<file path="config.mk">
export PLATFORM = sky130hd
export DESIGN_NAME = stream_mux_rr
export DESIGN_NICKNAME = d
export VERILOG_FILES = /design/src/rtl/stream_mux_rr.sv
export SDC_FILE = /design/constraint.sdc
export NUM_CORES = 1
export LEC_CHECK = 0
export ABC_AREA = 1
export CAP_MARGIN = 20
export CORE_UTILIZATION = 35
export DETAILED_ROUTE_END_ITERATION = 10
export GPL_ROUTABILITY_DRIVEN = 0
export GPL_TIMING_DRIVEN = 0
export PLACE_DENSITY = 0.8
export RECOVER_POWER = 100
export SYNTH_ARGS = -nofsm -noshare
export SYNTH_HDL_FRONTEND = slang
export SYNTH_SLANG_ARGS = --single-unit
export TNS_END_PERCENT = 10
</file>
<file path="constraint.sdc">
create_clock -name clk_i -period 5.32 [get_ports clk_i]
set_input_delay 0.532 -clock clk_i [delete_from_list [all_inputs] [get_ports clk_i]]
set_output_delay 0.532 -clock clk_i [all_outputs]
set_load 0.03 [all_outputs]
</file>
<file path="src/rtl/stream_mux_rr.sv">
// -----------------------------------------------------------------------------
// stream_mux_rr
//
// N-input registered stream multiplexer with a round-robin arbiter. Producers
// on each channel present beats with valid_i/data_i/last_i. The arbiter picks
// one channel per cycle and the winning beat is captured into a single output
// register stage that feeds one shared consumer.
//
// Handshake (same rule on every input channel and on the output):
//   a beat transfers on a rising clk_i edge when its valid and its ready are
//   both high in the cycle before that edge. A producer holding valid high must
//   keep data/last stable until the transfer happens. ready never depends on
//   the valid of the same interface except through the grant: ready_o[k] is
//   only raised for the channel the arbiter has granted.
//
// Optional feature (macro STREAM_MUX_LOCK_EN):
//   defined   - packet lock. After a granted beat with last=0 the arbiter stays
//               on that channel until the channel's beat with last=1 has been
//               accepted. If the locked channel drops valid mid-packet the
//               output bubbles and no other channel is served.
//   undefined - arbitration runs every beat; packets from different channels
//               may interleave. last_i is still carried through to last_o.
//
// Parameters:
//   WIDTH - data bits per beat
//   N     - number of input channels (1..32)
//   IDXW  - channel index width, derived from N
//
// Ports:
//   clk_i    - clock, all state updates on the rising edge
//   rst_ni   - asynchronous active-low reset
//   valid_i  - per-channel beat valid
//   data_i   - flattened channel data, channel k at [k*WIDTH +: WIDTH]
//   last_i   - per-channel end-of-packet flag
//   ready_o  - per-channel accept (one-hot or zero, low during reset)
//   valid_o  - output beat valid
//   data_o   - output beat data
//   last_o   - output end-of-packet flag
//   sel_o    - channel the current output beat came from
//   ready_i  - consumer accept
//   state_o  - arbiter state for observation (1 = LOCKED, 0 = IDLE)
// -----------------------------------------------------------------------------
module stream_mux_rr #(
   parameter  int WIDTH = 8,
   parameter  int N     = 4,
   localparam int IDXW  = (N > 1) ? $clog2(N) : 1
) (
   input  logic               clk_i,
   input  logic               rst_ni,
   input  logic [N-1:0]       valid_i,
   input  logic [N*WIDTH-1:0] data_i,
   input  logic [N-1:0]       last_i,
   output logic [N-1:0]       ready_o,
   output logic               valid_o,
   output logic [WIDTH-1:0]   data_o,
   output logic               last_o,
   output logic [IDXW-1:0]    sel_o,
   input  logic               ready_i,
   output logic               state_o
);

`ifdef STREAM_MUX_LOCK_EN
   localparam bit LockEn = 1'b1;
`else
   localparam bit LockEn = 1'b0;
`endif

   typedef enum logic {
      IDLE   = 1'b0,
      LOCKED = 1'b1
   } state_t;

   state_t            state_q, state_d;
   logic [IDXW-1:0]   lock_q, lock_d;
   logic [IDXW-1:0]   ptr_q, ptr_d;

   logic [IDXW-1:0]   grant;
   logic [IDXW-1:0]   cand;
   logic              grant_valid;
   logic [WIDTH-1:0]  grant_data;
   logic              grant_last;
   logic              load_en;
   logic              accept;

   // Channel index arithmetic modulo N; works for N that is not a power of two.
   function automatic logic [IDXW-1:0] idx_add(input logic [IDXW-1:0] base,
                                               input int              off);
      int s;
      s = int'(base) + off;
      if (s >= N) s = s - N;
      return IDXW'(s);
   endfunction

   // ---------------------------------------------------------------------------
   // Output register enable: the stage can take a new beat when it is empty or
   // when its current beat leaves this cycle.
   // ---------------------------------------------------------------------------
   assign load_en = !valid_o || ready_i;

   // ---------------------------------------------------------------------------
   // Grant selection. While locked only the locked channel is considered;
   // otherwise the first valid channel at or after the round-robin pointer wins.
   // ---------------------------------------------------------------------------
   always_comb begin
      grant       = '0;
      grant_valid = 1'b0;
      cand        = '0;
      if (state_q == LOCKED) begin
         grant       = lock_q;
         grant_valid = valid_i[lock_q];
      end else begin
         for (int i = 0; i < N; i++) begin
            cand = idx_add(ptr_q, i);
            if (!grant_valid && valid_i[cand]) begin
               grant       = cand;
               grant_valid = 1'b1;
            end
         end
      end
   end

   assign grant_data = data_i[int'(grant) * WIDTH +: WIDTH];
   assign grant_last = last_i[grant];

   // rst_ni is folded in so no channel sees ready while reset is held.
   assign accept = rst_ni && load_en && grant_valid;

   always_comb begin
      ready_o = '0;
      if (accept) ready_o[grant] = 1'b1;
   end

   // ---------------------------------------------------------------------------
   // Arbiter state machine: next state, lock index and round-robin pointer.
   // The pointer only moves when the beat just accepted leaves the arbiter
   // unlocked, so a locked packet resumes rotation at lock+1.
   // ---------------------------------------------------------------------------
   always_comb begin
      state_d = state_q;
      lock_d  = lock_q;
      ptr_d   = ptr_q;
      if (accept) begin
         case (state_q)
            IDLE: begin
               if (LockEn && !grant_last) begin
                  state_d = LOCKED;
                  lock_d  = grant;
               end
            end
            LOCKED: begin
               if (grant_last) state_d = IDLE;
            end
            default: state_d = IDLE;
         endcase
         if (state_d == IDLE) ptr_d = idx_add(grant, 1);
      end
   end

   always_ff @(posedge clk_i or negedge rst_ni) begin
      if (!rst_ni) begin
         state_q <= IDLE;
         lock_q  <= '0;
         ptr_q   <= '0;
      end else begin
         state_q <= state_d;
         lock_q  <= lock_d;
         ptr_q   <= ptr_d;
      end
   end

   assign state_o = (state_q == LOCKED);

   // ---------------------------------------------------------------------------
   // Output register. On a stall (valid_o && !ready_i) nothing is written, so
   // the beat on the output holds until the consumer takes it.
   // ---------------------------------------------------------------------------
   always_ff @(posedge clk_i or negedge rst_ni) begin
      if (!rst_ni) begin
         valid_o <= 1'b0;
         data_o  <= '0;
         last_o  <= 1'b0;
         sel_o   <= '0;
      end else if (accept) begin
         valid_o <= 1'b1;
         data_o  <= grant_data;
         last_o  <= grant_last;
         sel_o   <= grant;
      end else if (ready_i) begin
         valid_o <= 1'b0;
      end
   end

   // ---------------------------------------------------------------------------
   // Protocol properties
   // ---------------------------------------------------------------------------
   a_ready_onehot : assert property (@(posedge clk_i) disable iff (!rst_ni)
      $onehot0(ready_o));

   a_stall_hold : assert property (@(posedge clk_i) disable iff (!rst_ni)
      (valid_o && !ready_i) |=>
         (valid_o && $stable(data_o) && $stable(last_o) && $stable(sel_o)));

endmodule

</file>
==> impl_results.md, run 1 <==
* CTS tree: done
* Vias per std cell at 4.552
* Clk sinks at 15
* Total GRT Usage at 18.64%
* Max frequency at 237.4 MHz
* Fin Setup TNS at 0 ns
* Hold_buf cts at 0
* Crit path launch type: primary input
* DRC viols at 0
* Insertion delay of the later-clocked pin in the worst-skew pair at 0.25 ns
* Largest net degree at the start of global routing at 17
* Required @ worst endpoint at 4.79 ns
* M1 GR Usage at 24.87%
* Share of layout cells above drive strength 1 at 9.408%
* CTS resizes at 0
* Fin crit share at 79.20%
* Synthesized instance count at 224
* Chip width at 65.84 µm
* Number of I/O port buffers at 59
* Root buffer cell: clkbuf_8
* Total of flip-flops plus latches after synthesis at 15
* Fin area at 2062 µm²
* Core Rows at 22
* Clk buf depth at 2
* H-tree depth at 1
* Status: completed
* Syn. warnings at 0
* First-pass GRT wire length at 6.258 mm
* Synth area leader: dfrtp_1
* Rel. slew slack at 49.17%
* Worst Setup EP: ready_o[2]
* Synth async-reset ratio at 100.0%
* DRT Pass-1 Iters at 4
* Final WL at 3.632 mm
* Initial antenna violation count at 0
* TritonCTS Buffers at 3
* Worst r2r src: ptr_q[0]
* Routing usage on met2 at 29.97%
* RSZ-0062 raised after global routing: false
* Post-Syn Area at 1426 µm²
* Area Growth Syn to Fin at 44.56%
* Reg2reg path depth at 13
* Critical Path End Type: primary output
* Number of global-route vias before repair at 1421
* Crit Path Max Fanout at 10
* Ant diodes at 0
* Top post-synthesis cells by area: dfrtp_1, nand2_1, nand3_1, inv_1, buf_6
* # Max-Cap Violations at 0
* Hold path cells at 2
* Critical path arrival at 3.68 ns
* Vias after detailed routing at 1525
* Core area at 3771 µm²
* Min Hold Slack at 0.4876 ns
* IO Pins at 60
* Grt met3 use at 4.828%
* Initial DRC count at 50
* Pwr/cell area at 645.4 nW/µm²
* DP Wirelength at 2.790 mm
* Worst R2R Setup Slack at 2.70 ns
* Pre-CTS setup slack at 1.746 ns
* Synth top cells by count: nand2_1, inv_1, nand3_1, dfrtp_1, nor2_1
* Busiest grt layer: met2
* HP Class: flop to flop
* Max Slew Vio Count at 0
* Worst Tran Pin Value at 0.7600 ns
* Unique cell type count in the Yosys netlist at 23
* FF-to-FF End: data_o[7]
* Top-area cell type share of the netlist area at 26.32%
* Top FF cell, synth: dfrtp_1
* Die height at 65.84 µm
* Die area at 4335 µm²
* Syn Nets at 271
* Fin worst setup slack at 1.107 ns
* Nets at 335
* Peak VDD IR at 299.5 µV
* EDFF count, synth at 0
* Leakage at 1.081 nW
* Syn Area/Cell at 6.368 µm²
* Post-CTS Setup Bufs at 0
* # setup viols final at 0
* Critical path type: primary input to primary output
* Starting density of the core at 37.82%
* Dpl cell area at 2077 µm²
* Setup Skew at 0.006199 ns
* Most common cell in the netlist: nand2_1
* Critical Path Start: valid_i[3]
* Min Tclk post-route at 4.213 ns
* Routed Antenna Nets at 0
* Hold Fails Final Rpt at 0
* Clock-pin transition on the worst setup and hold timing paths at 0.06 ns
* Post-DR wirelength/cell at 10.84 µm
* Seq/Total Area, Yosys at 26.32%
* Grt ovf at 0
==> placed cells by master, fill, tap and decap left out, types with 5 or more instances in the layout <==
cell type,synthesis,routed
nand2_1,89,91
clkdlybuf4s50_1,0,42
inv_1,30,30
nand3_1,25,26
dlygate4sd3_1,0,17
nor2_1,13,16
dfrtp_1,15,15
nand2_2,8,6
a21oi_1,5,5
o211ai_1,5,5
==> cell type report <==
cell class	count	area, µm²
repair buffers	59	590.6
inverters	35	133.9
multi-input cells	167	800.8
flip-flops and latches	15	375.4
fillers	375	1709
clock buffers	4	45.04
well taps	48	60.06
plain buffers	7	56.30
==> metrics by stage <==
stage               total power, mW  util (%)  instances
floorplan                     1.004         -        224
CTS                           1.400     56.27        335
global placement              1.286     55.08        331
finish                        1.331     54.68        335
global route                  1.465     54.68        335
detailed placement            1.300     55.08        331
==> sequential cells by signal, indices dropped and copies added, names as in the netlist <==
| name | cells |
|---|---|
| sel_o | 2 |
| state_o | 1 |
| data_o | 8 |
| ptr_q | 2 |
| last_o | 1 |
| valid_o | 1 |
==> worst max-delay path: stages <==
cell,delay [ns]
dlygate4sd3_1,0.54
inv_1,0.06
nand2_1,0.08
nand3_1,0.10
nand2_1,0.10
nor2_1,0.08
nand3_1,0.08
nand2_1,0.11
o21ai_0,0.13
nand2_2,0.08
nor2_1,0.57
inv_4,0.07
clkbuf_1,0.25
nor2_1,0.16
dlygate4sd3_1,0.75
==> cells by family (layout without fill, tap and decap cells) <==
family,count (synthesis),in the layout,share of synthesized area [%]
simple gates,145,145,47.54
buf+inv,42,105,14.39
compound gates,18,18,8.245
flops,15,15,26.32
fa+ha+maj,4,4,3.509
==> layer usage <==
layer | wire length (µm) | vias up
met5 | 0 | -
met4 | 20 | 0
met3 | 252 | 2
met2 | 1732 | 47
met1 | 1626 | 657
li1 | - | 819
==> worst min-delay path by stage <==
| stage | start | to | slack, ns |
|---|---|---|---|
| 2_1_floorplan | rst_ni | data_o[0] | 0.24 |
| 3_3_place_gp | data_o[1] | data_o[1] | 0.48 |
| 3_5_place_dp | last_o | last_o | 0.48 |
| 4_1_cts | last_o | last_o | 0.49 |
| 5_1_grt | data_o[7] | data_o[7] | 0.52 |
| 6_report | last_o | last_o | 0.49 |
==> where the power goes <==
part,switching (mW),internal [mW],total [mW]
Combinational,0.653,0.384,1.04
Clock,0.0444,0.0531,0.0975
Sequential,0.0292,0.167,0.196
No activity file was read; power rests on OpenSTA's default activity.
==> run 2: changes to the inputs <==
==> constraint.sdc (replaced) <==
create_clock -name clk_i -period 4.13 [get_ports clk_i]
set_input_delay 0.413 -clock clk_i [delete_from_list [all_inputs] [get_ports clk_i]]
set_output_delay 0.413 -clock clk_i [all_outputs]
set_load 0.03 [all_outputs]
==> run 2 against run 1 <==
  * Cell count unchanged
  * Total power rose by 30%
  * Combinational power rose by 30%
  * Non-clock buffer count stayed put
  * Largest power group unchanged
  * Sequential power increased by 29%
  * Global-route usage unchanged
  * Cell area up 1.0%
  * Via count up 0.79%
  * Hold slack hardly changed
==> impl_results.md, run 2 (synthesis results as in run 1) <==
* Status: completed
* # Max-Cap Violations at 0
* Max Slew Vio Count at 0
* Critical Path End Type: primary output
* Top cell by count, worst path: nand2_1
* Core Rows at 22
* CP max stage delay at 0.69 ns
* Crit Path Max Fanout at 11
* Vias after detailed routing at 1537
* Root buffer cell: clkbuf_8
* DP Wirelength at 2.790 mm
* Nets at 335
* Vias per std cell at 4.588
* Die height at 65.84 µm
* Pwr/cell area at 829.0 nW/µm²
* Fin Setup TNS at 0 ns
* # setup viols final at 0
* Fin crit share at 86.13%
* Initial DRC count at 54
* TritonCTS Buffers at 3
* Total GRT Usage at 18.64%
* Share of layout cells above drive strength 1 at 9.756%
* Rel. slew slack at 50.07%
* Routed Antenna Nets at 0
* Critical path type: primary input to primary output
* Hold Fails Final Rpt at 0
* Core area at 3771 µm²
* Top flop regs: data_o: 8 flops, ptr_q: 2 flops, sel_o: 2 flops
* IO Pins at 60
* Max frequency at 281.1 MHz
* Number of I/O port buffers at 59
* Hold_buf cts at 0
* DRT Pass-1 Iters at 4
* HP Class: flop to flop
* Largest net degree at the start of global routing at 17
* Most frequent cells in the layout: nand2_1, clkdlybuf4s50_1, inv_1, nand3_1, dlygate4sd3_1
* Die area at 4335 µm²
* Required @ worst endpoint at 3.72 ns
* Top reg by flops: data_o
* RSZ-0062 raised after global routing: false
* Leakage at 1.091 nW
* Starting density of the core at 37.82%
* First-pass GRT wire length at 6.258 mm
* Slowest cell on crit path: clkdlybuf4s50_1
* Critical path arrival at 3.14 ns
* Commonest non-fill, non-tap cell in the layout: nand2_1
* CTS tree: done
* Post-CTS Setup Bufs at 0
* Largest register FFs at 8
* H-tree depth at 1
* Clk sinks at 15
* Ant diodes at 0
* Min Tclk post-route at 3.557 ns
* Final WL at 3.634 mm
* Chip width at 65.84 µm
* Fillers at 371
* CTS resizes at 0
* Post-DR wirelength/cell at 10.85 µm
* Dpl cell area at 2077 µm²
* Worst Tran Pin Value at 0.7465 ns
* Area Growth Syn to Fin at 46.05%
* Number of global-route vias before repair at 1421
* Total power at 1.727 mW
* Insertion delay of the later-clocked pin in the worst-skew pair at 0.26 ns
* Clock-pin transition on the worst setup and hold timing paths at 0.06 ns
* Peak VDD IR at 385.4 µV
* Grt ovf at 0
* DRC viols at 0
* Fin area at 2083 µm²
* Crit path launch type: primary input
* Setup Skew at 0.005639 ns
* Clk buf depth at 2
* Worst path cell trace: dlygate4sd3_1 > inv_1 > nand2_1 > nand3_1 > nand2_1 > nor2_1 > nand3_1 > nand2_1 > inv_2 > nand2_4 > buf_6 > ha_1 > inv_1 > nor2_1 > clkdlybuf4s50_1
* Initial antenna violation count at 0
==> run 2: cell types whose count changed in the layout (fill, tap and decap cells not counted), sizes merged <==
| cell | delta |
|---|---|
| clkdlybuf4s50 | +1 |
| dlygate4sd3 | -1 |
| clkbuf | -1 |
| buf | +1 |
==> run 2: worst paths after layout <==
kind                                 start    endpoint  slack (ns)  cells after the start
max in group asynchronous           rst_ni   data_o[7]        2.99                      1
worst min-delay path                last_o      last_o        0.49                      2
min in group asynchronous           rst_ni   data_o[4]        0.66                      1
worst max-delay path            valid_i[3]  ready_o[0]        0.57                     15
worst max register to register    ptr_q[0]   data_o[7]        1.82                     13
worst min register to register      last_o      last_o        0.49                      2
==> run 2: worst max-delay path: cells and delay by family <==
kind	cells	cell delay, ns
and+or+nand+nor	8	0.97
adders and majority gates	1	0.15
buffers and inverters	6	1.62
==> run 2: per-stage QoR <==
| stage | std cells | utilization [%] | hold WS [ns] | setup WS, ns |
|---|---|---|---|---|
| floorplan | 224 | - | 0.1174 | 1.741 |
| global placement | 331 | 55.08 | 0.4782 | 0.8110 |
| detailed placement | 331 | 55.08 | 0.4784 | 0.7941 |
| CTS | 335 | 56.27 | 0.4932 | 0.7787 |
| global route | 335 | 55.24 | 0.5179 | 0.2989 |
| finish | 335 | 55.24 | 0.4876 | 0.5730 |
==> run 2: report_power, final <==
group / internal (mW) / switching [mW] / total [mW] / leakage [nW]
clock: 0.0686 / 0.0582 / 0.127 / 0.0228
sequential: 0.215 / 0.0375 / 0.252 / 0.182
combinational: 0.503 / 0.845 / 1.35 / 0.886
==> run 2: metal layers <==
| layer | up-vias | routed length (µm) | global-route usage [%] |
|---|---|---|---|
| met5 | - | 0 | 0 |
| met4 | 0 | 36 | 4.076 |
| met3 | 4 | 240 | 4.828 |
| met2 | 48 | 1739 | 29.97 |
| met1 | 663 | 1616 | 24.87 |
| li1 | 822 | - | - |
==> run 2: layout make-up <==
cell class,instances,area (µm²),area share [%]
multi-input cells,167,814.5,39.10
repair buffers,59,590.6,28.35
clock buffers,4,45.04,2.162
well taps,48,60.06,2.883
flip-flops and latches,15,375.4,18.02
plain buffers,7,63.81,3.063
inverters,35,133.9,6.426
==> run 3: changes to the inputs <==
--- a/config.mk
+++ b/config.mk
@@ -8,6 +8,7 @@
 export ABC_AREA = 1
 export CAP_MARGIN = 20
 export CORE_UTILIZATION = 35
+export CTS_CLUSTER_SIZE = 20
 export DETAILED_ROUTE_END_ITERATION = 10
 export GPL_ROUTABILITY_DRIVEN = 0
 export GPL_TIMING_DRIVEN = 0
==> results of run 3 <==
The final DEF is identical to that of run 2; final timing and power are the same.
